**src/rtl/imm_extract_pipe_if.sv**
```systemverilog
// Handshake bundle between the opcode sub-decoder and the immediate extractor.
// The master drives instructions in and accepts results; the slave is the extractor.
interface imm_extract_pipe_if #(
  parameter int XLEN = 32
);
  logic            in_valid;
  logic            in_ready;
  logic [XLEN-1:0] in_instr;
  logic [2:0]      in_sel;
  logic            out_valid;
  logic            out_ready;
  logic [XLEN-1:0] out_imm;
  logic            out_err;

  modport master (
    output in_valid, in_instr, in_sel, out_ready,
    input  in_ready, out_valid, out_imm, out_err
  );

  modport slave (
    input  in_valid, in_instr, in_sel, out_ready,
    output in_ready, out_valid, out_imm, out_err
  );
endinterface

```
**src/rtl/imm_extract_pipe.sv**
```systemverilog
// Two-stage RV32I immediate extractor: stage 1 captures instr/sel, stage 2 registers
// the sign-extended immediate. Saturating count of illegal selects for debug.
module imm_extract_pipe #(
  parameter int XLEN     = 32,
  parameter int ERRCNT_W = 8
) (
  input  logic                clk,
  input  logic                rst_n,
  input  logic                flush,
  imm_extract_pipe_if.slave   bus,
  output logic [ERRCNT_W-1:0] err_cnt
);

  typedef enum logic [2:0] {
    SEL_I = 3'b000,
    SEL_S = 3'b001,
    SEL_B = 3'b010,
    SEL_U = 3'b011,
    SEL_J = 3'b100
  } imm_sel_e;

  logic            s1_valid;
  logic [XLEN-1:0] s1_instr;
  logic [2:0]      s1_sel;
  logic            s2_valid;
  logic [XLEN-1:0] s2_imm;
  logic            s2_err;

  logic            s2_load;
  logic            s1_load;
  logic            in_xfer;
  logic            in_illegal;
  logic [XLEN-1:0] imm_nxt;
  logic            err_nxt;

  assign s2_load    = !s2_valid || bus.out_ready;
  assign s1_load    = !s1_valid || s2_load;
  assign in_xfer    = bus.in_valid && s1_load;
  assign in_illegal = (bus.in_sel > SEL_J);

  assign bus.in_ready  = s1_load;
  assign bus.out_valid = s2_valid;
  assign bus.out_imm   = s2_imm;
  assign bus.out_err   = s2_err;

  always_comb begin
    imm_nxt = '0;
    err_nxt = 1'b0;
    case (s1_sel)
      SEL_I:   imm_nxt = {{20{s1_instr[31]}}, s1_instr[31:20]};
      SEL_S:   imm_nxt = {{20{s1_instr[31]}}, s1_instr[31:25], s1_instr[11:7]};
      SEL_B:   imm_nxt = {{19{s1_instr[31]}}, s1_instr[31], s1_instr[7],
                          s1_instr[30:25], s1_instr[11:8], 1'b0};
      SEL_U:   imm_nxt = {s1_instr[31:12], 12'h000};
      SEL_J:   imm_nxt = {{11{s1_instr[31]}}, s1_instr[31], s1_instr[19:12],
                          s1_instr[20], s1_instr[30:21], 1'b0};
      default: err_nxt = 1'b1;
    endcase
  end

  always_ff @(posedge clk) begin
    if (!rst_n) begin
      s1_valid <= 1'b0;
      s1_instr <= '0;
      s1_sel   <= '0;
      s2_valid <= 1'b0;
      s2_imm   <= '0;
      s2_err   <= 1'b0;
      err_cnt  <= '0;
    end else if (flush) begin
      // Flush kills both stages but leaves the debug counter and stale result data alone
      s1_valid <= 1'b0;
      s2_valid <= 1'b0;
    end else begin
      if (s2_load) begin
        s2_valid <= s1_valid;
        if (s1_valid) begin
          s2_imm <= imm_nxt;
          s2_err <= err_nxt;
        end
      end
      if (s1_load) begin
        s1_valid <= in_xfer;
        if (in_xfer) begin
          s1_instr <= bus.in_instr;
          s1_sel   <= bus.in_sel;
        end
      end
      if (in_xfer && in_illegal && (err_cnt != '1)) begin
        err_cnt <= err_cnt + 1'b1;
      end
    end
  end

endmodule

```
**src/flat_wrapper.sv**
```systemverilog
// flat-port wrapper written by rule: the top's interface ports become plain ports
module imm_extract_pipe_flat 
#(
  parameter int XLEN     = 32,
  parameter int ERRCNT_W = 8
)
  (clk, rst_n, flush, err_cnt, bus_in_valid, bus_in_instr, bus_in_sel, bus_out_ready, bus_in_ready, bus_out_valid, bus_out_imm, bus_out_err);
  imm_extract_pipe_if #(.XLEN(XLEN)) bus_i ();
  input  logic clk;
  input  logic rst_n;
  input  logic flush;
  output logic [ERRCNT_W-1:0] err_cnt;
  input wire logic [$bits(bus_i.in_valid)-1:0] bus_in_valid;
  input wire logic [$bits(bus_i.in_instr)-1:0] bus_in_instr;
  input wire logic [$bits(bus_i.in_sel)-1:0] bus_in_sel;
  input wire logic [$bits(bus_i.out_ready)-1:0] bus_out_ready;
  output wire logic [$bits(bus_i.in_ready)-1:0] bus_in_ready;
  output wire logic [$bits(bus_i.out_valid)-1:0] bus_out_valid;
  output wire logic [$bits(bus_i.out_imm)-1:0] bus_out_imm;
  output wire logic [$bits(bus_i.out_err)-1:0] bus_out_err;
  assign bus_i.in_valid = bus_in_valid;
  assign bus_i.in_instr = bus_in_instr;
  assign bus_i.in_sel = bus_in_sel;
  assign bus_i.out_ready = bus_out_ready;
  assign bus_in_ready = bus_i.in_ready;
  assign bus_out_valid = bus_i.out_valid;
  assign bus_out_imm = bus_i.out_imm;
  assign bus_out_err = bus_i.out_err;
  imm_extract_pipe #(.XLEN(XLEN), .ERRCNT_W(ERRCNT_W)) u_core (.clk(clk), .rst_n(rst_n), .flush(flush), .bus(bus_i), .err_cnt(err_cnt));
endmodule
```
**config.mk**
```make
export PLATFORM = sky130hd
export DESIGN_NAME = imm_extract_pipe_flat
export DESIGN_NICKNAME = d
export VERILOG_FILES = /design/src/rtl/imm_extract_pipe_if.sv /design/src/rtl/imm_extract_pipe.sv /design/src/flat_wrapper.sv
export SDC_FILE = /design/constraint.sdc
export NUM_CORES = 1
export LEC_CHECK = 0
export ABC_CLOCK_PERIOD_IN_PS = 2400
export BUFFER_PORTS_ARGS = -buffer_cell sky130_fd_sc_hd__buf_2
export CORE_AREA = 8 8 110 62
export DETAILED_ROUTE_END_ITERATION = 6
export DIE_AREA = 0 0 118 70
export PLACE_DENSITY = 0.83
export SYNTH_ARGS = -nofsm -noshare
export SYNTH_HDL_FRONTEND = slang
export SYNTH_SLANG_ARGS = --single-unit
```
**constraint.sdc**
```tcl
create_clock -name clk -period 2.4 [get_ports clk]
set_input_delay 0.12 -clock clk [delete_from_list [all_inputs] [get_ports clk]]
set_output_delay 0.12 -clock clk [all_outputs]
set_load 0.01 [all_outputs]
```
Yosys cells after proc, flatten, opt, wreduce, memory -nomap -nowiden:

Index checks and enable logic that the tools add are counted.

* $add $sub $neg: 1
* magnitude comparators: 1
* equality and inequality tests: 5
* mux-type cells: 2
* bitwise operators: 2
* reduce and logical (&&, ||, !) cells: 13

Operators with widths (number)
* case mux 32 bit (5 select lines): 1
* adder 8 x 1 -> 8 bit (second input constant): 1
* inequality test 8 bit (second input constant): 1
* == test 3 x 2 -> 1 bit (second input constant): 2
* AND reduction 3 bit: 2
* OR reduction 5 bit: 1
* == test 3 x 1 -> 1 bit (second input constant): 1
* == test 3 bit (second input constant): 1
* > comparator 3 bit (second input constant): 1
* logical AND 1 bit: 3
* zero test 3 bit: 1
* zero test 1 bit: 2
* logical OR 1 bit: 2
* inverter 1 bit: 2
* AND reduction 2 bit: 1
* OR reduction 2 bit: 1
* 2-to-1 mux 1 bit: 1

* bits in registers: 78
* input port bits: 40

Depth between registers and ports, before layout:

* depth after elaboration: 7
* gate-level depth with buffers: 6
* mapped depth without buffers: 5

Least setup slack after synthesis:

OpenSTA, ideal clock, no wires.

* path kind: reg2reg
* from: register u_core.s2_valid, in the netlist u_core.bus.out_valid
* to: register u_core.err_cnt[4]
* arrival: 1.589 ns
* data required time: 2.330 ns
* slack: 0.740 ns
* cell stages (with the launch flop): 5
* path buffers: 0
* cells stage by stage: dfxtp_1 > nand3b_2 > or4b_4 > or4_1 > a21oi_1

* cells in the longest elaborated chain, start to end: 7

RTL lines
* start: declaration: RTL line imm_extract_pipe.sv:25 `logic s2_valid;`
* start signal: assignment: RTL line imm_extract_pipe.sv:76 `s2_valid <= s1_valid;`
* zero test 1 bit: RTL line imm_extract_pipe.sv:36 `assign s2_load = !s2_valid || bus.out_ready;`
* logical OR 1 bit: RTL line imm_extract_pipe.sv:36
* logical OR 1 bit: RTL line imm_extract_pipe.sv:37 `assign s1_load = !s1_valid || s2_load;`
* named net bus_in_ready: RTL line flat_wrapper.sv:17 `output wire logic [$bits(bus_i.in_ready)-1:0] bus_in_ready;`
* logical AND 1 bit: RTL line imm_extract_pipe.sv:38 `assign in_xfer = bus.in_valid && s1_load;`
* logical AND 1 bit (2 in a row): RTL line imm_extract_pipe.sv:89 `if (in_xfer && in_illegal && (err_cnt != '1)) begin`
* AND reduction 2 bit (no line)
* end signal: assignment: RTL line imm_extract_pipe.sv:90 `err_cnt <= err_cnt + 1'b1;`
* end: declaration: RTL line imm_extract_pipe.sv:11 `output logic [ERRCNT_W-1:0] err_cnt`

The timed path passes the listed nets, and every way through them passes these cells.
A chain may end at the register's enable or synchronous reset.

Worst setup path after layout:

* from: register u_core.s2_valid, in the netlist u_core.bus.out_valid
* to: register u_core.s2_imm[14], in the netlist u_core.bus.out_imm[14]

* cells in the longest elaborated chain, start to end: 3

RTL lines
* zero test 1 bit: RTL line imm_extract_pipe.sv:36
* logical OR 1 bit: RTL line imm_extract_pipe.sv:36
* AND reduction 3 bit (no line)
* end signal: assignment: RTL line imm_extract_pipe.sv:78 `s2_imm <= imm_nxt;`
* end: declaration: RTL line imm_extract_pipe.sv:26 `logic [XLEN-1:0] s2_imm;`

No other way between the ends.

==> reports/qor.txt <==
Status = completed
Sequential Power Share = 0.505
Largest net degree at the start of global routing = 34
Root Buffer = clkbuf_8
Dominant cell type by area after synthesis = dfxtp_1
Placeable Area = 5250 um^2
Rows = 19
Unrepaired setup endpoints after global routing = no
Number of clock sinks = 71
Final hold slack = 0.0122 ns
Yosys reg bits = 71
Setup tns final = 0 ns
Synth unique cells = 38
Layout Skew = 0.00960 ns
Worst Path Max Fanout = 14
# port buffers = 75
Top Ports = 83
Clk pwr share = 0.428
Period minus WS final = 2.01 ns
Worst ir drop on vdd = 0.297 mV
Achievable frequency = 498 MHz
Vias in the first global route = 2467
Post-synthesis mux area share = 0.00761
# diodes = 0
Crit path DAT = 2.27 ns
Worst endpoint required time = 2.66 ns
GP Congestion = 0.835
H-tree depth = 3
Main synth FF type = dfxtp_1
DRC = 0
Reg-to-reg endpoint = u_core.bus.out_imm[14]$_SDFFE_PN0P_
Type of the most critical hold path = in2reg
P_leak = 1.40 nW
Clock tree buffer depth = 2
Fin. max-slew vios = 0
Final nets = 448
Mean routed wirelength per cell = 15.6 um
Die X = 118 um
Seq/Total Area, Yosys = 0.509
Later-pin clock latency in the skew report = 0.35 ns
WL final = 7.55 mm
Combinational Power Share = 0.066
Clock transition at the registers of the reported paths = 0.08 ns
WHS Path Cells = 3
Mean post-synth cell area = 8.47 um^2
Share of cells above drive strength 1 = 0.250
Register-to-Register Setup Slack = 0.39 ns
Post-synth EDFFs = 0
Die footprint = 8260 um^2
Layout area overhead = 25.4%
Crit. End Element = flop
Total GRT Usage = 0.182
First-pass GRT wire length = 12.3 mm
Period utilisation layout = 0.837
Synth async-reset ratio = 0
Hold Vio Cnt, Final = 0
Mapped cell area = 2800 um^2
First DRT Iteration DRCs = 184
Net Count, Synth = 371
CTS tree = built
Synth top area cells = dfxtp_1 (51%), a21oi_1 (12%), nand2_1 (8.5%)
Slew at the pin closest to its max-slew limit = 0.989 ns
Net Switching = 0.563 mW
Total grt overflow = 0
Worst setup path class = reg2reg
Dpl hpwl = 5.32 mm
Reg-to-Reg Start = u_core.bus.out_valid$_SDFFE_PP0P_
Filler cell count = 446
DRT antenna net count = 0
Die H = 70 um
Largest family of logic cells by synthesized area = compound AO/OA/AOI/OAI gates
Initial antenna violation count = 0
Commonest cells post-synth = dfxtp_1 (71), a21oi_1 (65), nand2_1 (63), clkbuf_1 (18), a22oi_1 (16)
Post-Synth Simple-Gate Area = 0.199
Worst hold path endpoint = u_core.s1_instr[17]$_SDFFE_PN0P_
Synth Instances = 330
XOR/XNOR Fraction of Synth Area = 0
Hold Path Origin = bus_in_instr[17]
Vias = 2683
Post-synthesis adder-cell area fraction = 0.00806
Post-synthesis compound-gate area fraction = 0.243
Post-CTS Repair Setup Buffers = 0
Number of setup violations in the final report = 0
Pint = 1.88 mW
# Max-Cap Violations = 0
Top-count cell post-synth = dfxtp_1
Pwr/cell area = 698 nW/um^2
Max-slew headroom = 0.337
CTS Buf Count = 9
Cells on worst reg2reg path = 4
Drt via density = 5.53
1st-pass router iterations = 4
Synth warnings = 0
Post-synth top area share = 0.509
Setup crit start kind = flop
Initial Util = 0.532
Switching share of total power = 0.230
cell families (layout without fill, tap and decap cells):
family | after synthesis | count (layout)
AO/OA/AOI/OAI | 115 | 115
buffers and inverters | 25 | 107
AND/OR/NAND/NOR | 115 | 115
adder cells (fa/ha/maj) | 2 | 2
flip-flops | 71 | 71
multiplexers | 2 | 2
power by group through the flow:
stage	sequential [mW]	clock [mW]	combinational, mW
after floorplan	1.25	0	0.0971
after global placement	1.26	0	0.149
after detailed placement	1.26	0	0.154
after CTS	1.24	1.06	0.162
after global routing	1.24	1.12	0.180
final	1.24	1.05	0.162
cells in the final DEF, fill, tap and decap left out, types with 2 or more instances in the layout:
cell type	instances
nand2b_1	8
clkinv_2	3
dlygate4sd3_1	6
a31oi_1	5
a21oi_1	65
nand3_1	5
bufinv_16	2
inv_1	3
nand3b_1	8
dfxtp_1	71
or3_1	3
nand4_1	2
nor3_1	3
inv_2	2
buf_4	5
o31ai_1	4
o21ai_0	11
buf_2	75
o2bb2ai_1	9
nor2_1	12
clkbuf_8	10
a22oi_1	16
or4_1	3
nand2_1	63
critical path, cell delays in order, from the launching register on:
cell       delay (ns)
dfxtp_1          0.33
nor2b_1          0.18
nor2_1           0.65
nand3_1          0.49
o2bb2ai_1        0.28
worst max path at each step:
stage	from	end	slack, ns
floorplan	u_core.bus.out_valid$_SDFFE_PP0P_	u_core.err_cnt[4]$_SDFFE_PN0P_	0.74
global placement	u_core.bus.out_valid$_SDFFE_PP0P_	u_core.bus.out_imm[16]$_SDFFE_PN0P_	0.54
detailed placement	u_core.bus.out_valid$_SDFFE_PP0P_	u_core.bus.out_imm[14]$_SDFFE_PN0P_	0.43
CTS	u_core.bus.out_valid$_SDFFE_PP0P_	u_core.bus.out_imm[16]$_SDFFE_PN0P_	0.41
global route	u_core.bus.out_valid$_SDFFE_PP0P_	u_core.bus.out_imm[18]$_SDFFE_PN0P_	0.18
finish	u_core.bus.out_valid$_SDFFE_PP0P_	u_core.bus.out_imm[14]$_SDFFE_PN0P_	0.39
registers in the layout, indices dropped and copies added (netlist names):
| name | cells |
|---|---|
| u_core.bus.out_valid | 1 |
| u_core.s1_valid | 1 |
| u_core.bus.out_imm | 32 |
| u_core.err_cnt | 8 |
| u_core.s1_instr | 25 |
| u_core.bus.out_err | 1 |
| u_core.s1_sel | 3 |
per-stage QoR:
stage	std cells	area (um^2)	utilization	total power [mW]	setup WS (ns)
after floorplan	330	2800	-	1.35	0.740
after global placement	463	3220	0.613	1.41	0.541
after detailed placement	463	3220	0.613	1.42	0.427
after CTS	485	3500	0.667	2.45	0.413
after global routing	485	3500	0.667	2.54	0.179
final	485	3500	0.667	2.45	0.392
layout make-up:
cell class | instances | area [um^2] | area share
clock inverter | 6 | 83.8 | 0.0239
clock buffer | 10 | 138 | 0.0393
multi-input combinational | 234 | 1280 | 0.365
timing repair buffer | 86 | 473 | 0.135
sequential | 71 | 1420 | 0.406
tap | 73 | 91.3 | 0.0261
inverter | 5 | 18.8 | 0.00536
layer usage:
layer,up-vias,GRT usage,share of wire
li1,1332,-,-
met5,-,0,0
met1,1246,0.246,0.49
met4,0,0.0549,0.011
met3,9,0.0746,0.081
met2,96,0.257,0.42
what timing repair did:
action                    4_1_cts  5_1_grt
hold buffers                    6        0
hold endpoints to repair        6        0
gates resized for setup         0        0
Note: power is estimated with default switching activity, not from simulation.
